### config.mk
export PLATFORM = sky130hd
export DESIGN_NAME = gen_phv_multiport
export DESIGN_NICKNAME = d
export VERILOG_FILES = /design/src/rtl/gen_phv_multiport.sv
export SDC_FILE = /design/constraint.sdc
export NUM_CORES = 2
export LEC_CHECK = 0
export BUFFER_PORTS_ARGS = -buffer_cell sky130_fd_sc_hd__buf_4
export CAP_MARGIN = 20
export CORE_ASPECT_RATIO = 1.4
export CORE_MARGIN = 10
export CORE_UTILIZATION = 50
export CTS_BUF_LIST = sky130_fd_sc_hd__clkbuf_8
export DETAILED_ROUTE_END_ITERATION = 10
export PLACE_DENSITY = 0.79
export SYNTH_ARGS = -nofsm -noshare
export SYNTH_HDL_FRONTEND = slang
export SYNTH_SLANG_ARGS = --single-unit
### constraint.sdc
create_clock -name i_clk -period 18.3 [get_ports i_clk]
set_clock_uncertainty 0.05 [all_clocks]
set_input_delay 1.83 -clock i_clk [delete_from_list [all_inputs] [get_ports i_clk]]
set_output_delay 1.83 -clock i_clk [all_outputs]
set_load 0.005 [all_outputs]
### src/rtl/gen_phv_multiport.sv
// Multi-channel packet header vector generator: round-robin grant across
// packet inputs, header capture into a PHV FIFO, config-packet rule writes.
module gen_phv_multiport #(
  parameter int          N_PORTS    = 2,
  parameter int          HEAD_BEATS = 4,
  parameter int          PHV_DEPTH  = 4,
  parameter logic [15:0] CONF_ETYPE = 16'h9006
) (
  input  logic                      i_clk,
  input  logic                      i_rst,
  input  logic [N_PORTS-1:0]        i_pkt_valid,
  input  logic [N_PORTS*134-1:0]    i_pkt,
  output logic [N_PORTS-1:0]        o_pkt_ready,
  output logic                      o_phv_valid,
  input  logic                      i_phv_ready,
  output logic [HEAD_BEATS*128-1:0] o_phv,
  output logic [15:0]               o_meta,
  output logic                      o_rule_wren,
  output logic [31:0]               o_rule_addr,
  output logic [31:0]               o_rule_wdata,
  output logic [15:0]               o_drop_cnt
);
  localparam int HW = HEAD_BEATS * 128;
  localparam int CW = (N_PORTS > 1) ? $clog2(N_PORTS) : 1;
  localparam int AW = $clog2(PHV_DEPTH);
  localparam int EW = HW + 16;

  typedef enum logic [1:0] {IDLE, COLLECT, CONF, DISCARD} state_t;

  state_t             r_state;
  logic [CW-1:0]      r_gnt, r_last, w_next;
  logic [N_PORTS-1:0] r_ready;
  logic               r_first;
  logic [7:0]         r_cnt;
  logic [HW-1:0]      r_buf;
  logic               r_push_pend;
  logic               r_wren;
  logic [31:0]        r_raddr, r_rdata;
  logic [15:0]        r_drop;
  logic [EW-1:0]      r_mem [PHV_DEPTH];
  logic [AW-1:0]      r_wr, r_rd;
  logic [AW:0]        r_occ;

  logic [133:0]  w_beat;
  logic [1:0]    w_tag;
  logic [127:0]  w_data;
  logic          w_acc, w_start, w_tail, w_isconf, w_found;
  logic          w_disc, w_col_tail, w_pop, w_push, w_full_drop;
  logic [EW-1:0] w_head;

  // First valid channel strictly after the last granted one, wrapping.
  always_comb begin
    w_next  = r_last;
    w_found = 1'b0;
    for (int i = 1; i <= N_PORTS; i++) begin
      if (!w_found && i_pkt_valid[(int'(r_last) + i) % N_PORTS]) begin
        w_found = 1'b1;
        w_next  = CW'((int'(r_last) + i) % N_PORTS);
      end
    end
  end

  assign w_beat   = i_pkt[r_gnt*134 +: 134];
  assign w_tag    = w_beat[133:132];
  assign w_data   = w_beat[127:0];
  assign w_start  = w_tag[0];
  assign w_tail   = w_tag[1];
  assign w_isconf = (w_data[31:16] == CONF_ETYPE);
  assign w_acc    = |(i_pkt_valid & r_ready);

  assign w_disc      = w_acc & r_first & ~w_start;
  assign w_col_tail  = w_acc & w_tail &
                       (r_first ? (w_start & ~w_isconf) : (r_state == COLLECT));
  assign w_pop       = (r_occ != '0) & i_phv_ready;
  assign w_push      = r_push_pend & ((r_occ < (AW+1)'(PHV_DEPTH)) | w_pop);
  assign w_full_drop = r_push_pend & ~w_push;

  always_ff @(posedge i_clk) begin
    if (i_rst) begin
      r_state     <= IDLE;
      r_last      <= CW'(N_PORTS - 1);
      r_gnt       <= '0;
      r_ready     <= '0;
      r_first     <= 1'b0;
      r_cnt       <= '0;
      r_buf       <= '0;
      r_push_pend <= 1'b0;
      r_wren      <= 1'b0;
      r_raddr     <= '0;
      r_rdata     <= '0;
      r_drop      <= '0;
    end else begin
      r_wren      <= 1'b0;
      r_push_pend <= w_col_tail;
      if ((w_disc | w_full_drop) && r_drop != 16'hFFFF) r_drop <= r_drop + 16'd1;
      case (r_state)
        IDLE: begin
          if (|i_pkt_valid) begin
            r_gnt   <= w_next;
            r_last  <= w_next;
            r_ready <= N_PORTS'(1) << w_next;
            r_first <= 1'b1;
            r_state <= COLLECT;
          end
        end
        default: begin
          if (w_acc) begin
            if (r_cnt != 8'hFF) r_cnt <= r_cnt + 8'd1;
            if (r_first) begin
              // The first beat decides what this packet is.
              r_first <= 1'b0;
              r_cnt   <= 8'd1;
              if (!w_start) r_state <= DISCARD;
              else if (w_isconf) r_state <= CONF;
              else begin
                r_state <= COLLECT;
                for (int s = 0; s < HEAD_BEATS; s++)
                  r_buf[HW-1-128*s -: 128] <= (s == 0) ? w_data : 128'h0;
              end
            end else if (r_state == COLLECT) begin
              for (int s = 0; s < HEAD_BEATS; s++)
                if (int'(r_cnt) == s) r_buf[HW-1-128*s -: 128] <= w_data;
            end else if (r_state == CONF) begin
              r_wren  <= 1'b1;
              r_raddr <= w_data[47:16];
              r_rdata <= w_data[79:48];
            end
            if (w_tail) begin
              r_ready <= '0;
              r_state <= IDLE;
            end
          end
        end
      endcase
    end
  end

  // r_buf, r_cnt and r_gnt still hold the finished packet one cycle after its tail.
  always_ff @(posedge i_clk) begin
    if (w_push) r_mem[r_wr] <= {r_buf, r_cnt, 8'(r_gnt)};
  end

  always_ff @(posedge i_clk) begin
    if (i_rst) begin
      r_wr  <= '0;
      r_rd  <= '0;
      r_occ <= '0;
    end else begin
      if (w_push) r_wr <= r_wr + 1'b1;
      if (w_pop)  r_rd <= r_rd + 1'b1;
      case ({w_push, w_pop})
        2'b10:   r_occ <= r_occ + 1'b1;
        2'b01:   r_occ <= r_occ - 1'b1;
        default: r_occ <= r_occ;
      endcase
    end
  end

  assign w_head       = r_mem[r_rd];
  assign o_phv_valid  = (r_occ != '0);
  assign o_phv        = o_phv_valid ? w_head[EW-1:16] : '0;
  assign o_meta       = o_phv_valid ? w_head[15:0] : 16'h0;
  assign o_pkt_ready  = r_ready;
  assign o_rule_wren  = r_wren;
  assign o_rule_addr  = r_raddr;
  assign o_rule_wdata = r_rdata;
  assign o_drop_cnt   = r_drop;
endmodule

==> out/metrics.yaml <==
hold_viol_final: 0
synth_top_area_share_pct: 61.5
row_count: 195
max_slew_margin_pct: -11.2
ys_seq_area_share_pct: 73.7
cts_post_setup_buffers_inserted: 0
fin_nets: 6901
crit_chain: "or3_4, buf_4, buf_4, buf_4, and2_1, buf_4"
drive_gt1_share_pct: 31.2
grt_pass1_vias: 58187
wl_per_cell_um: 27.4
htreeDepth: 5
drt_iter0_markers: 5964
clk_latency_ps: 940
status: "finished, violations left"
critPathTopFamily: "buffers and inverters"
dp_slack_ps: 11530
vias: 56397
dieWidth_um: 401
power.total_w: 0.0117
max-cap-violations: 0
cts_sinks: 2702
synth-seq-cells: 2702
critPathSlowestCell: "buf_4"
wl_mm: 263
cts-root-buf: "clkbuf_8"
powerDensity_nw_per_um2: 98.4
critPathMaxFanout: 82
drv_slew: 77
grt_max_degree: 145
power.leakage_nw: 42.1
globalRoute.totalOverflow: 0
yosysUniqueCellTypes: 58
vias_per_cell: 5.87
end_kind: "output pin"
ant_nets: 0
postLayoutCoreUtil_pct: 58.8
synth_top_cell_by_area: "edfxtp_1"
path_buf_inv: 4
peakVddDrop_mv: 0.0763
io_pins: 885
hold_buffers: 0
start_util_pct: 50.4
gr-usage-all-layers_pct: 23.0
dieHeight_um: 554
hold_path.class: "flop to flop"
port_buffers: 869
drc: 0
dp.final_hpwl_mm: 162
dieArea_um2: 222000
grt_setup_unrepaired: "false"
violations: "slew limit"
arrival_ps: 5090
worstSetupPathType: "flop to output pin"
ys.flop_type: "edfxtp_1"
synth_area_um2: 102000
required_ps: 16420
grt_pass1_wl_mm: 385
cts_tree: "done"
max_stage_delay_ps: 830
synth_edf_count: 2084
startpoint_type: "flop"
first_pass_iters: 5
layout_setup_ws_ps: 11330
gp_congestion: 0.827
setup_violations: 0
synthArstFlopShare_pct: 0
tns_ps: 0
clk_path_buf_depth: 4
grt_antenna_before_repair: 10
max_freq_mhz: 143
yosysMostFrequentCell: "edfxtp_1"
cts_resized: 0
tightestPinTransition_ps: 1670
area_delta_synth_final_pct: 16.7
synth_area_per_cell_um2: 18.1
core_um2: 202000
synth_commonest_cells: "edfxtp_1, dfxtp_1, and2_1"
fin_crit_sh_pct: 38.1
synth_area_leaders: "edfxtp_1, dfxtp_1, mux4_2, and2_1, a22o_1"
yosys_warnings: 0
cpMostUsedCell: "buf_4"
numCtsBuffers: 381
syn_inst: 5634
clk_pin_slew_ps: 70
fin_crit_ps: 6970
placed cells by master (no fill, tap or decap), drive strengths merged, types with 5 or more instances in the layout:
cell,count
buf,971
ha,10
bufinv,14
clkinv,91
edfxtp,2084
a21oi,18
xnor2,15
nor2,355
nand3,14
o21ai,133
a2111oi,8
clkbuf,437
mux2i,131
nor3,6
inv,300
nor4b,5
and3,6
or3,5
clkinvlp,6
and2,527
mux4,521
conb,7
a221oi,130
a22o,258
nand2,150
dfxtp,618
diode,9
xor2,6
a211oi,71
metal layers:
metal / global-route usage [%] / vias to the layer above / wire length [um]
met1: 29.8 / 29141 / 101000
met2: 37.2 / 2889 / 128000
met4: 7.22 / 6 / 7560
met3: 6.84 / 398 / 27100
met5: 0 / - / 41
li1: - / 23963 / -
final cells by class:
cell class | instances | area (um^2)
fill | 14536 | 83300
sequential | 2702 | 75000
multi-input combinational | 2418 | 24800
timing repair buffer | 973 | 7480
clock buffer | 436 | 6000
tap | 2659 | 3330
clock inverter | 270 | 1610
inverter | 141 | 529
antenna | 9 | 22.5
metrics by stage:
step	instance area, um^2	hold WS, ps	instances
2_1_floorplan	102000	404	5640
3_3_place_gp	111000	417	8889
3_5_place_dp	111000	433	8890
4_1_cts	119000	395	9596
5_1_grt	119000	434	9601
6_report	119000	432	9608
worst register-to-register path, delay by kind of cell (launching register included):
family / cells / cell delay, ps
simple gates: 2 / 970
compound gates: 3 / 1700
flops: 1 / 560
buf+inv: 3 / 1760
power breakdown:
part / switching, W / leakage (nW) / internal (W)
clock: 0.00222 / 4.47 / 0.00240
combinational: 0.000288 / 11.9 / 0.000182
sequential: 0.0000268 / 25.7 / 0.00657
total: 0.00254 / 42.1 / 0.00914
flip-flops by register name, summed over array words and instances (netlist names), named ones only:
register / cells
o_drop_cnt: 16
o_pkt_ready: 2
o_rule_addr: 32
o_rule_wdata: 32
o_rule_wren: 1
r_buf: 512
r_cnt: 8
r_first: 1
r_gnt: 1
r_last: 1
r_mem: 2084
r_occ: 3
r_push_pend: 1
r_rd: 2
r_state: 2
r_wr: 2
path summary, 6_finish.rpt:
| kind | start | to | slack (ps) | cells after the start |
|---|---|---|---|---|
| worst max-delay path | r_occ[2] | o_phv[148] | 11330 | 6 |
| worst min-delay path | r_buf[511] | r_mem[0][520] | 430 | 0 |
| worst max register to register | r_gnt | r_buf[67] | 13160 | 8 |
| worst min register to register | r_buf[511] | r_mem[0][520] | 430 | 0 |
cells by family after synthesis:
| group | share of synthesized area (%) |
|---|---|
| buffers and inverters | 2.11 |
| adders and majority gates | 0.143 |
| muxes | 12.8 |
| and+or+nand+nor | 5.53 |
| AOI/OAI and AO/OA | 5.52 |
| xor gates and xnor gates | 0.181 |
| DFF | 73.7 |
| other | 0.00369 |
Note: power is estimated with default switching activity, not from simulation.
